File: src/rtl/pipeline_hazard_monitor_pkg.sv
// Shared constants for the pipeline hazard monitor: control-flow opcodes,
// check bit positions and the control-flow decode helper.
package pipeline_mon_pkg;

  localparam logic [6:0] OP_BRANCH = 7'b1100011;
  localparam logic [6:0] OP_JAL    = 7'b1101111;
  localparam logic [6:0] OP_JALR   = 7'b1100111;

  localparam int unsigned CHK_FLUSH  = 0;
  localparam int unsigned CHK_STALL  = 1;
  localparam int unsigned CHK_LU     = 2;
  localparam int unsigned NUM_CHECKS = 3;

  function automatic logic is_ctrl_flow(input logic [6:0] op);
    return (op == OP_BRANCH) || (op == OP_JAL) || (op == OP_JALR);
  endfunction

endpackage

File: src/rtl/pipeline_hazard_monitor_sat_counter.sv
// Saturating up-counter with synchronous reset and clear; holds at all-ones.
module mon_sat_counter #(
  parameter int unsigned W = 8
) (
  input  logic         clk,
  input  logic         reset,
  input  logic         clr,
  input  logic         inc,
  output logic [W-1:0] cnt
);

  logic [W-1:0] r_cnt;

  always_ff @(posedge clk) begin
    if (reset || clr) begin
      r_cnt <= '0;
    end else if (inc && (r_cnt != '1)) begin
      r_cnt <= r_cnt + 1'b1;
    end
  end

  assign cnt = r_cnt;

endmodule

File: src/rtl/pipeline_hazard_monitor.sv
// Run-time checker for pipeline control: illegal flush, over-long stall runs
// and missing load-use stalls, reported as sticky flags, pulses and counters.
module pipeline_hazard_monitor
  import pipeline_mon_pkg::*;
#(
  parameter int unsigned MAX_STALL = 2,
  parameter int unsigned STALL_W   = 4,
  parameter int unsigned CNT_W     = 8,
  parameter logic [2:0]  CHECK_EN  = 3'b111
) (
  input  logic               clk,
  input  logic               reset,
  input  logic [6:0]         opcode,
  input  logic               ex_mem_read,
  input  logic [4:0]         ex_rd,
  input  logic [4:0]         rs1,
  input  logic [4:0]         rs2,
  input  logic               stall,
  input  logic               flush,
  output logic [2:0]         err_flags,
  output logic [2:0]         err_pulse,
  output logic [CNT_W-1:0]   err_cnt_flush,
  output logic [CNT_W-1:0]   err_cnt_stall,
  output logic [CNT_W-1:0]   err_cnt_lu,
  output logic [STALL_W-1:0] stall_max
);

  logic [STALL_W-1:0]    w_run_len;
  logic [STALL_W-1:0]    w_run_inc;
  logic                  w_no_stall;
  logic [NUM_CHECKS-1:0] w_raw;
  logic [NUM_CHECKS-1:0] w_viol;

  logic [NUM_CHECKS-1:0] r_flags;
  logic [NUM_CHECKS-1:0] r_pulse;
  logic [STALL_W-1:0]    r_stall_max;

  assign w_no_stall = ~stall;

  // run_len holds the number of stall cycles preceding the current one
  mon_sat_counter #(.W(STALL_W)) u_run_len (
    .clk   (clk),
    .reset (reset),
    .clr   (w_no_stall),
    .inc   (stall),
    .cnt   (w_run_len)
  );

  assign w_run_inc = (w_run_len == '1) ? w_run_len : w_run_len + 1'b1;

  always_comb begin
    w_raw            = '0;
    w_raw[CHK_FLUSH] = flush && !is_ctrl_flow(opcode);
    // Equality (not >=) makes a long run fire once; saturation never re-hits it
    w_raw[CHK_STALL] = stall && (w_run_len == STALL_W'(MAX_STALL));
    w_raw[CHK_LU]    = ex_mem_read && (ex_rd != '0) &&
                       ((ex_rd == rs1) || (ex_rd == rs2)) && !stall && !flush;
  end

  assign w_viol = w_raw & CHECK_EN;

  always_ff @(posedge clk) begin
    if (reset) begin
      r_flags     <= '0;
      r_pulse     <= '0;
      r_stall_max <= '0;
    end else begin
      r_flags <= r_flags | w_viol;
      r_pulse <= w_viol;
      if (stall && (w_run_inc > r_stall_max)) begin
        r_stall_max <= w_run_inc;
      end
    end
  end

  mon_sat_counter #(.W(CNT_W)) u_cnt_flush (
    .clk   (clk),
    .reset (reset),
    .clr   (1'b0),
    .inc   (w_viol[CHK_FLUSH]),
    .cnt   (err_cnt_flush)
  );

  mon_sat_counter #(.W(CNT_W)) u_cnt_stall (
    .clk   (clk),
    .reset (reset),
    .clr   (1'b0),
    .inc   (w_viol[CHK_STALL]),
    .cnt   (err_cnt_stall)
  );

  mon_sat_counter #(.W(CNT_W)) u_cnt_lu (
    .clk   (clk),
    .reset (reset),
    .clr   (1'b0),
    .inc   (w_viol[CHK_LU]),
    .cnt   (err_cnt_lu)
  );

  assign err_flags = r_flags;
  assign err_pulse = r_pulse;
  assign stall_max = r_stall_max;

endmodule

File: config.mk
export PLATFORM = sky130hd
export DESIGN_NAME = pipeline_hazard_monitor
export DESIGN_NICKNAME = d
export VERILOG_FILES = /design/src/rtl/pipeline_hazard_monitor_pkg.sv /design/src/rtl/pipeline_hazard_monitor_sat_counter.sv /design/src/rtl/pipeline_hazard_monitor.sv
export SDC_FILE = /design/constraint.sdc
export NUM_CORES = 1
export LEC_CHECK = 0
export CORE_UTILIZATION = 43
export DETAILED_ROUTE_END_ITERATION = 7
export PLACE_DENSITY = 0.85
export SLEW_MARGIN = 20
export SYNTH_ARGS = -nofsm -noshare
export SYNTH_HDL_FRONTEND = slang
export SYNTH_HIERARCHICAL = 1
export SYNTH_SLANG_ARGS = --single-unit
File: constraint.sdc
create_clock -name clk -period 2 [get_ports clk]
set_input_delay 0.2 -clock clk [delete_from_list [all_inputs] [get_ports clk]]
set_output_delay 0.2 -clock clk [all_outputs]
set_load 0.01 [all_outputs]
### Word-level counts from Yosys, hierarchy flattened

Index checks and enable logic that the tools add are counted.

* output and inout port bits: 34
* bits in writable memories: 0
* bits in latches: 0
* memories kept: 0
* memory bits (read-only): 0
* word-level logic and storage cells: 45
* flip-flop bits (word level): 38

* $mul: 0
* shifts and indexed selects: 0
* $add $sub $neg: 4
* mux-type cells: 1
* order comparisons: 1
* div/mod/pow operators: 0
* eq/ne operators: 11
* reduce and logical (&&, ||, !) cells: 19
* bitwise logic cells: 2

Operator list (count)
* $add A8 B1 Y8 const B: 3
* $ne A8 B8 Y1 const B: 3
* $eq A7 B7 Y1 const B: 3
* $logic_and A1 B1 Y1: 11
* $eq A5 B5 Y1: 2
* $reduce_bool A5 Y1: 1
* $add A4 B1 Y4 const B: 1
* $eq A4 B2 Y1 const B: 1
* $eq A4 B4 Y1 const B: 1
* $gt A4 B4 Y1: 1
* $logic_or A1 B1 Y1: 4
* $mux W4: 1
* $ne A4 B4 Y1 const B: 1
* $logic_not A1 Y1: 3
* $or A3 B3 Y3: 1
* $not A1 Y1: 1

### Longest topological paths before layout

Gate-level depths: netlist of run 1.

* depth in word-level cells: 6
* depth in mapped cells: 8

### Cells and area by module

Netlist of run 1, hierarchy kept.

Modules (own cells, without submodules)
* mon_sat_counter at u_cnt_flush ...: cells each 48, instances 3, sequential area each 160.2 um^2, area each 421.7 um^2
* pipeline_hazard_monitor: cells each 85, instances 1, sequential area each 200.2 um^2, area each 708.2 um^2
* mon_sat_counter at u_run_len: cells each 21, instances 1, sequential area each 80.1 um^2, area each 210.2 um^2

### Worst setup path before layout of run 1

Ideal clock, no wire load.

* path kind: reg2reg
* start: register u_run_len.r_cnt[0], in the netlist u_run_len/cnt[0]
* end: register r_stall_max[0], in the netlist stall_max[0]
* library setup time: 132 ps
* path buffers: 0
* arrival time: 1903 ps
* period minus slack after synthesis: 2035 ps
* slack: -35 ps
* cell stages (with the launch flop): 9
* cells stage by stage: dfxtp_1 -> ha_1 -> nor2b_1 -> a41oi_1 -> ha_1 -> and4b_1 -> a211oi_2 -> or3_1 -> a21oi_1

* word-level cells in the longest chain between the ends: 4

Ends and longest elaborated chain
* start: declaration: line pipeline_hazard_monitor_sat_counter.sv:12 `logic [W-1:0] r_cnt;`
* start signal: assignment: line pipeline_hazard_monitor_sat_counter.sv:18 `r_cnt <= r_cnt + 1'b1;`
* $add A4 B1 Y4 / $eq A4 B4 Y1 (equally long branches): line pipeline_hazard_monitor.sv:49 `assign w_run_inc = (w_run_len == '1) ? w_run_len : w_run_len + 1'b1;`
* $mux W4 *: line pipeline_hazard_monitor.sv:49
* named net w_run_inc[3]: line pipeline_hazard_monitor.sv:29 `logic [STALL_W-1:0] w_run_inc;`
* $gt A4 B4 Y1 *: line pipeline_hazard_monitor.sv:70 `if (stall && (w_run_inc > r_stall_max)) begin`
* $logic_and A1 B1 Y1 *: line pipeline_hazard_monitor.sv:70
* end signal: assignment: line pipeline_hazard_monitor.sv:71 `r_stall_max <= w_run_inc;`
* end: declaration: line pipeline_hazard_monitor.sv:36 `logic [STALL_W-1:0] r_stall_max;`

Mark *: on every way through the listed nets, which the timed path passes. The rest lies on a longest branch.
A chain may end at the register's enable or synchronous reset.

### Final worst setup path of run 1

* start: register u_run_len.r_cnt[1], in the netlist u_run_len/cnt[1]
* end: register r_stall_max[1], in the netlist stall_max[1]

* word-level cells in the longest chain between the ends: 4

Ends and longest elaborated chain (line)
* $add A4 B1 Y4 / $eq A4 B4 Y1 (equally long branches): pipeline_hazard_monitor.sv:49
* $mux W4 *: pipeline_hazard_monitor.sv:49
* named net w_run_inc[1]: pipeline_hazard_monitor.sv:29
* $gt A4 B4 Y1: pipeline_hazard_monitor.sv:70
* $logic_and A1 B1 Y1: pipeline_hazard_monitor.sv:70

Marked as above.

==> metrics.md, run 1 <==
| Metric | Value |
|---|---|
| Slowest cell on the critical path | `dfxtp_2` |
| Largest net degree at the start of global routing | `30` |
| WL met2 | `3111 um` |
| Die width | `73.26 um` |
| CTS tree | `yes` |
| Hold path start | `err_flags[1]` |
| CP arrival | `2.32 ns` |
| Post-synthesis mux area share | `6.877%` |
| Placed Instances | `409` |
| Grt ovf | `0` |
| Clock transition at path regs | `0.08 ns` |
| Pre-antenna DRT Iters | `4` |
| Core area | `0.004817 mm2` |
| End of the worst hold path | `err_flags[1]` |
| F_max | `471.9 MHz` |
| Compound-cell area share of the yosys netlist | `15.01%` |
| Logic pwr share | `15.5%` |
| Final Cycle Share | `106.0%` |
| Switching part of the total power | `25.20%` |
| Finish-stage setup viols | `4` |
| Post-Route M1 WL | `2528 um` |
| Least-Margin Pin Slew | `0.5099 ns` |
| Total CTS buffers | `5` |
| DRC | `0` |
| Root buf cell | `clkbuf_8` |
| Max-slew violations | `0` |
| R2R cell count | `8` |
| Final hold slack | `0.4799 ns` |
| Sw power | `0.3957 mW` |
| Main synth FF type | `dfxtp_1` |
| PD cells | `467.7 mW/mm2` |
| Worst r2r src | `u_run_len/cnt[1]` |
| Post-synthesis simple-gate area fraction | `30.20%` |
| Reg2reg setup slack | `-0.12 ns` |
| Placed Area | `0.003087 mm2` |
| Drt wl/cell | `14.25 um` |
| Yosys reg bits | `38` |
| LEAKAGE | `1.318 nW` |
| CTS max path bufs | `2` |
| Via density | `5.324` |
| Int Pwr | `1.174 mW` |
| Ant diodes | `0` |
| Syn avg cell area | `8.733 um2` |
| Hold buffer count at cts | `0` |
| Routed WL | `6027 um` |
| Total Neg Setup Slack | `-0.3584 ns` |
| Slew HR | `65.88%` |
| Max VDD drop | `0.0002908 V` |
| Post-Synth Adder-Cell Area | `5.731%` |
| Delay-heaviest family, CP | `compound AO/OA/AOI/OAI gates` |
| Max Clock Skew | `0.007896 ns` |
| First-pass GRT wire length | `9377 um` |
| Main combinational cell family by area after synthesis | `simple AND/OR/NAND/NOR gates` |
| Mapped Area | `0.002183 mm2` |
| Die area | `0.005366 mm2` |
| Port Buf Inserts | `60` |
| Yosys cell types | `47` |
| Clk pwr share | `35.3%` |
| Met3 WL | `296 um` |
| GRT Total Usage | `22.72%` |
| Area delta synth->final | `53.75%` |
| Routability Congestion | `0.8461` |
| Failing checks | `setup timing` |
| Setup WS pre-CTS | `-0.3115 ns` |
| Critical-path cell list | `ha_4, nand3_2, mux2i_2, ha_1, and4b_2, a211oi_4, nor2_1, o31ai_1` |
| WHS Path Cells | `2` |
| RSZ-0062 raised after global routing | `true` |
| Layout cells sized above 1 | `20.79%` |
| Die height | `73.26 um` |
| Fin crit period | `2.119 ns` |
| Pwr Total | `1.570 mW` |
| Register share of total power | `49.2%` |
| Ports | `61` |
| Post-synth ARST share | `0%` |
| CP bufs+invs | `0` |
| DP Wirelength | `4141 um` |
| DR vias | `2252` |
| Crit end category | `register` |
| Critical path peak fanout | `5` |
| CTS Sinks | `38` |
| Status | `finished with violations` |
| Initial antenna violation count | `0` |
| Initial Util | `45.32%` |
| Post-synth EDFFs | `0` |
| Top routing layer used | `met4` |
| Worst setup SP type | `register` |
| Max Cap Violations | `0` |
| Vias in the first global route | `2117` |
| Hold Crit Class | `register to register` |
| Finished Layout Cells | `423` |
| H-tree depth | `2` |
| Critical Path RT | `2.20 ns` |
| Final hold viol count | `0` |
| CP startpoint | `u_run_len/cnt[1]` |
| Cells after synthesis | `250` |
| Xor and xnor area share after synthesis | `4.413%` |
| Ys Warns | `6` |
| Final Util | `69.69%` |
| Clock latency on the worst-skew pair | `0.29 ns` |
| Iter 0 DRT Violations | `158` |
| Final setup margin | `-0.1191 ns` |
| ANT nets after route | `0` |
| Sequential fraction of the synthesis area | `34.84%` |
| Kind of critical path | `register to register` |
| Nets | `392` |
| FF-to-FF End | `stall_max[1]` |
| Design area | `0.003357 mm2` |
| Crit-path max cell delay | `0.37 ns` |
| # rows | `25` |
-- routing by layer --
metal  track usage (%)  vias to the layer above
met2             41.46                       63
met3             5.350                       10
met4             5.882                        0
met5                 0                        -
met1             26.50                     1064
li1                  -                     1115
-- worst register-to-register path, delay by kind of cell (launching register included) --
| kind | cells | cell delay [ns] |
|---|---|---|
| flip-flops | 1 | 0.37 |
| multiplexers | 1 | 0.25 |
| AND/OR/NAND/NOR | 3 | 0.47 |
| AO/OA/AOI/OAI | 2 | 0.50 |
| adder cells (fa/ha/maj) | 2 | 0.45 |
-- cell usage after synthesis (all sizes together) (7+ instances only) --
cell | n | area, um2
a21oi | 20 | 100.1
and3 | 7 | 43.79
dfxtp | 38 | 760.7
ha | 10 | 125.1
inv | 11 | 41.29
mux2i | 15 | 150.1
nand2 | 26 | 97.59
nand3 | 9 | 45.04
nand4 | 8 | 50.05
nor2 | 15 | 56.30
or3 | 11 | 72.57
xor2 | 10 | 87.58
-- worst max-delay path by stage --
stage / endpoint / slack, ns / cells after the start
2_1_floorplan: stall_max[0] / -0.004 / 8
3_3_place_gp: u_cnt_lu/cnt[6] / -0.22 / 8
3_5_place_dp: u_cnt_lu/cnt[3] / -0.31 / 8
4_1_cts: stall_max[1] / -0.01 / 8
5_1_grt: stall_max[0] / -0.23 / 8
6_report: stall_max[1] / -0.12 / 8
-- timing repair --
item,CTS,global route
setup buffers,4,2
gates resized for setup,17,12
pin swaps,11,5
endpoints found under the setup margin,6,8
-- kinds of logic after synthesis --
family	Yosys count
compound gates	47
xor+xnor	11
fa+ha+maj	10
buf+inv	15
flops	38
mux	15
other cells	1
simple gates	113
-- state kept, by name, summed over array words and instances, names as in the netlist --
signal / count
err_flags: 3
err_pulse: 3
stall_max: 4
u_cnt_flush/cnt: 8
u_cnt_lu/cnt: 8
u_cnt_stall/cnt: 8
u_run_len/cnt: 4
-- area by class of cell --
type / count / area [um2]
clock buffers: 6 / 82.58
clock inverters: 2 / 12.51
fillers: 406 / 1460
inverters: 11 / 41.29
multi-input cells: 211 / 1538
flip-flops and latches: 38 / 767.0
well taps: 67 / 83.83
repair buffers: 88 / 832.0
-- power groups by stage --
stage / registers, mW / logic (mW) / clock network (mW)
floorplan: 0.795 / 0.0896 / 0
global placement: 0.791 / 0.209 / 0
detailed placement: 0.791 / 0.214 / 0
CTS: 0.773 / 0.227 / 0.570
global route: 0.774 / 0.264 / 0.606
finish: 0.773 / 0.244 / 0.553
-- layout by cell type (no fill, tap or decap), types with 2 or more instances in the layout --
master / netlist / layout
inv_1: 11 / 11
dfxtp_2: 0 / 2
o2111ai_1: 3 / 3
ha_1: 10 / 8
nand4_1: 8 / 8
a21boi_2: 3 / 3
or4_1: 4 / 3
nor2_1: 15 / 14
xor2_1: 10 / 10
and3b_1: 6 / 6
nor4_1: 3 / 3
clkdlybuf4s50_1: 0 / 58
or3_2: 3 / 3
and2_2: 3 / 3
nand4b_1: 2 / 2
o21ai_0: 6 / 5
dfxtp_1: 38 / 35
ha_4: 0 / 2
nand2_1: 26 / 26
buf_4: 0 / 26
a21boi_0: 3 / 2
a31oi_1: 2 / 2
conb_1: 1 / 15
a21oi_1: 20 / 19
mux2i_1: 15 / 14
dlymetal6s2s_1: 0 / 2
or3_1: 8 / 8
and4_1: 3 / 2
and3_1: 7 / 7
and4_2: 3 / 4
nand3_1: 9 / 8
nor2b_1: 4 / 2
clkbuf_8: 0 / 6
nor3_2: 0 / 2
(Power assumes the default switching activity.)
==> run 2: changes to the inputs <==
--- a/config.mk
+++ b/config.mk
@@ -5,6 +5,7 @@
 export SDC_FILE = /design/constraint.sdc
 export NUM_CORES = 1
 export LEC_CHECK = 0
+export ABC_AREA = 0
 export CORE_UTILIZATION = 43
 export DETAILED_ROUTE_END_ITERATION = 7
 export PLACE_DENSITY = 0.85
==> results of run 2 <==
No change in the layout: final DEF, timing and power equal those of run 1.
==> run 3: changes to the inputs <==
--- a/config.mk
+++ b/config.mk
@@ -9,6 +9,7 @@
 export CORE_UTILIZATION = 43
 export DETAILED_ROUTE_END_ITERATION = 7
 export PLACE_DENSITY = 0.85
+export SETUP_SLACK_MARGIN = 0.05
 export SLEW_MARGIN = 20
 export SYNTH_ARGS = -nofsm -noshare
 export SYNTH_HDL_FRONTEND = slang
==> metrics.md, run 3 (same netlist as run 1, synthesis figures left out) <==
| Metric | Value |
|---|---|
| Initial Util | `45.32% (unchanged)` |
| Iter 0 DRT Violations | `93 (-41%)` |
| DR vias | `2169 (-3.7%)` |
| RSZ-0062 raised after global routing | `true` |
| CTS tree | `yes` |
| Most frequent cells in the layout | `clkdlybuf4s50_1, dfxtp_1, nand2_1, a21oi_1, buf_4` |
| Nets | `383 (-2.3%)` |
| Hold path start | `err_flags[1]` |
| DRC | `0 (unchanged)` |
| Fillers | `390 (-3.9%)` |
| Die width | `73.26 um (unchanged)` |
| Most common cell after layout, fill and taps aside | `clkdlybuf4s50_1` |
| Setup WS pre-CTS | `-0.3234 ns (-0.01192 ns)` |
| Die area | `0.005366 mm2 (unchanged)` |
| Port Buf Inserts | `60 (unchanged)` |
| Worst setup SP type | `register` |
| Layout cells sized above 1 | `18.16% (-2.6 points)` |
| Failing checks | `setup timing` |
| Ports | `61 (unchanged)` |
| Pwr Total | `1.817 mW (+16%)` |
| Clock latency on the worst-skew pair | `0.29 ns (about the same)` |
| WHS Path Cells | `2 (unchanged)` |
| Max-slew violations | `0 (unchanged)` |
| # rows | `25 (unchanged)` |
| Max Clock Skew | `0.001463 ns (-0.006433 ns)` |
| Largest net degree at the start of global routing | `30 (unchanged)` |
| Fin crit period | `2.058 ns (-0.06137 ns)` |
| H-tree depth | `2 (unchanged)` |
| R2R cell count | `8 (unchanged)` |
| CTS Sinks | `38 (unchanged)` |
| End of the worst hold path | `err_flags[1]` |
| Max VDD drop | `0.0003008 V (+3.4%)` |
| Kind of critical path | `register to register` |
| Grt ovf | `0 (unchanged)` |
| Final hold viol count | `0 (unchanged)` |
| Critical Path RT | `2.23 ns (+0.03 ns)` |
| LEAKAGE | `1.311 nW (-0.51%)` |
| Pre-antenna DRT Iters | `4 (unchanged)` |
| Hold buffer count at cts | `0 (unchanged)` |
| Drt wl/cell | `13.35 um (-6.3%)` |
| Core area | `0.004817 mm2 (unchanged)` |
| Total CTS buffers | `5 (unchanged)` |
| Critical path peak fanout | `5 (unchanged)` |
| CP arrival | `2.28 ns (-0.04 ns)` |
| Hold Crit Class | `register to register` |
| Vias in the first global route | `2084 (-1.6%)` |
| Final Cycle Share | `102.9% (-3.1 points)` |
| Routability Congestion | `0.8457 (about the same)` |
| Worst r2r src | `u_run_len/cnt[0]` |
| Area delta synth->final | `51.52%` |
| Clock transition at path regs | `0.08 ns (about the same)` |
| Final Util | `68.68% (-1.0 points)` |
| DP Wirelength | `4010 um (-3.2%)` |
| FF-to-FF End | `stall_max[0]` |
| ANT nets after route | `0 (unchanged)` |
| Crit end category | `register` |
| Via density | `5.239 (-1.6%)` |
| Max Cap Violations | `0 (unchanged)` |
| Status | `finished with violations` |
| Routed WL | `5525 um (-8.3%)` |
| First-pass GRT wire length | `8763 um (-6.5%)` |
| PD cells | `549.1 mW/mm2 (+17%)` |
| F_max | `486.0 MHz (+3.0%)` |
| Finish-stage setup viols | `2 (-2)` |
| Final setup margin | `-0.05768 ns (+0.06137 ns)` |
| GRT Total Usage | `20.95% (-1.8 points)` |
| CTS max path bufs | `2 (unchanged)` |
| Root buf cell | `clkbuf_8` |
| Reg2reg setup slack | `-0.06 ns (+0.06 ns)` |
| Ant diodes | `0 (unchanged)` |
| Die height | `73.26 um (unchanged)` |
| Initial antenna violation count | `0 (unchanged)` |
[run 3: repair_timing]
action                                 in CTS  in global routing
pin swaps                                   5                  5
setup endpoints to repair                   8                  9
setup buffers                               2                  1
gates resized for setup                    13                 14
endpoints found under the hold margin       0                  0
[run 3: final cells by class]
class                      instances  area (um2)  share of cell area, %
timing repair buffer              79       765.7                  23.15
clock buffer                       6       82.58                  2.496
inverter                          11       41.29                  1.248
clock inverter                     2       60.06                  1.815
multi-input combinational        211        1505                  45.50
sequential                        38       769.5                  23.26
tap                               67       83.83                  2.534
[run 3: through the flow]
stage                     TNS (ns)  hold WS (ns)  area, um2  instances
after floorplan                  0        0.2787       2247        264
after global placement     -0.9813        0.4625       3045        403
after detailed placement    -1.781        0.4710       3045        403
after CTS                  -0.1036        0.4900       3258        413
after global routing       -0.4380        0.5316       3308        414
final                      -0.1055        0.4759       3308        414
[run 3: worst max-delay path, stage by stage (launching register included)]
cell and delay (ns):
dfxtp_4 0.37, ha_4 0.17, nor2b_2 0.11, a41oi_2 0.14
ha_1 0.34, and4b_2 0.29, a211oi_4 0.07, or3_1 0.37
a21oi_1 0.12
[run 3: report_power, final]
group          switching (mW)  internal [mW]
clock network           0.279          0.532
registers             0.00849          0.764
logic                   0.107          0.126
total                   0.395           1.42
[run 3: metal layers]
metal,global-route usage (%),up-vias,routed length (um)
met2,38.79,48,2839
met5,0,-,0
met4,6.536,0,72
met1,23.70,1020,2382
met3,4.664,6,231
li1,-,1095,-
[run 3: how the worst max path moves through the flow]
stage | start | endpoint | slack, ns | depth (start not counted)
2_1_floorplan | u_run_len/cnt[0] | stall_max[0] | 0.05 | 8
3_3_place_gp | ex_rd[2] | u_cnt_lu/cnt[6] | -0.23 | 8
3_5_place_dp | ex_rd[2] | u_cnt_lu/cnt[3] | -0.32 | 8
4_1_cts | u_run_len/cnt[0] | stall_max[0] | -0.05 | 8
5_1_grt | u_run_len/cnt[0] | stall_max[0] | -0.15 | 8
6_report | u_run_len/cnt[0] | stall_max[0] | -0.06 | 8
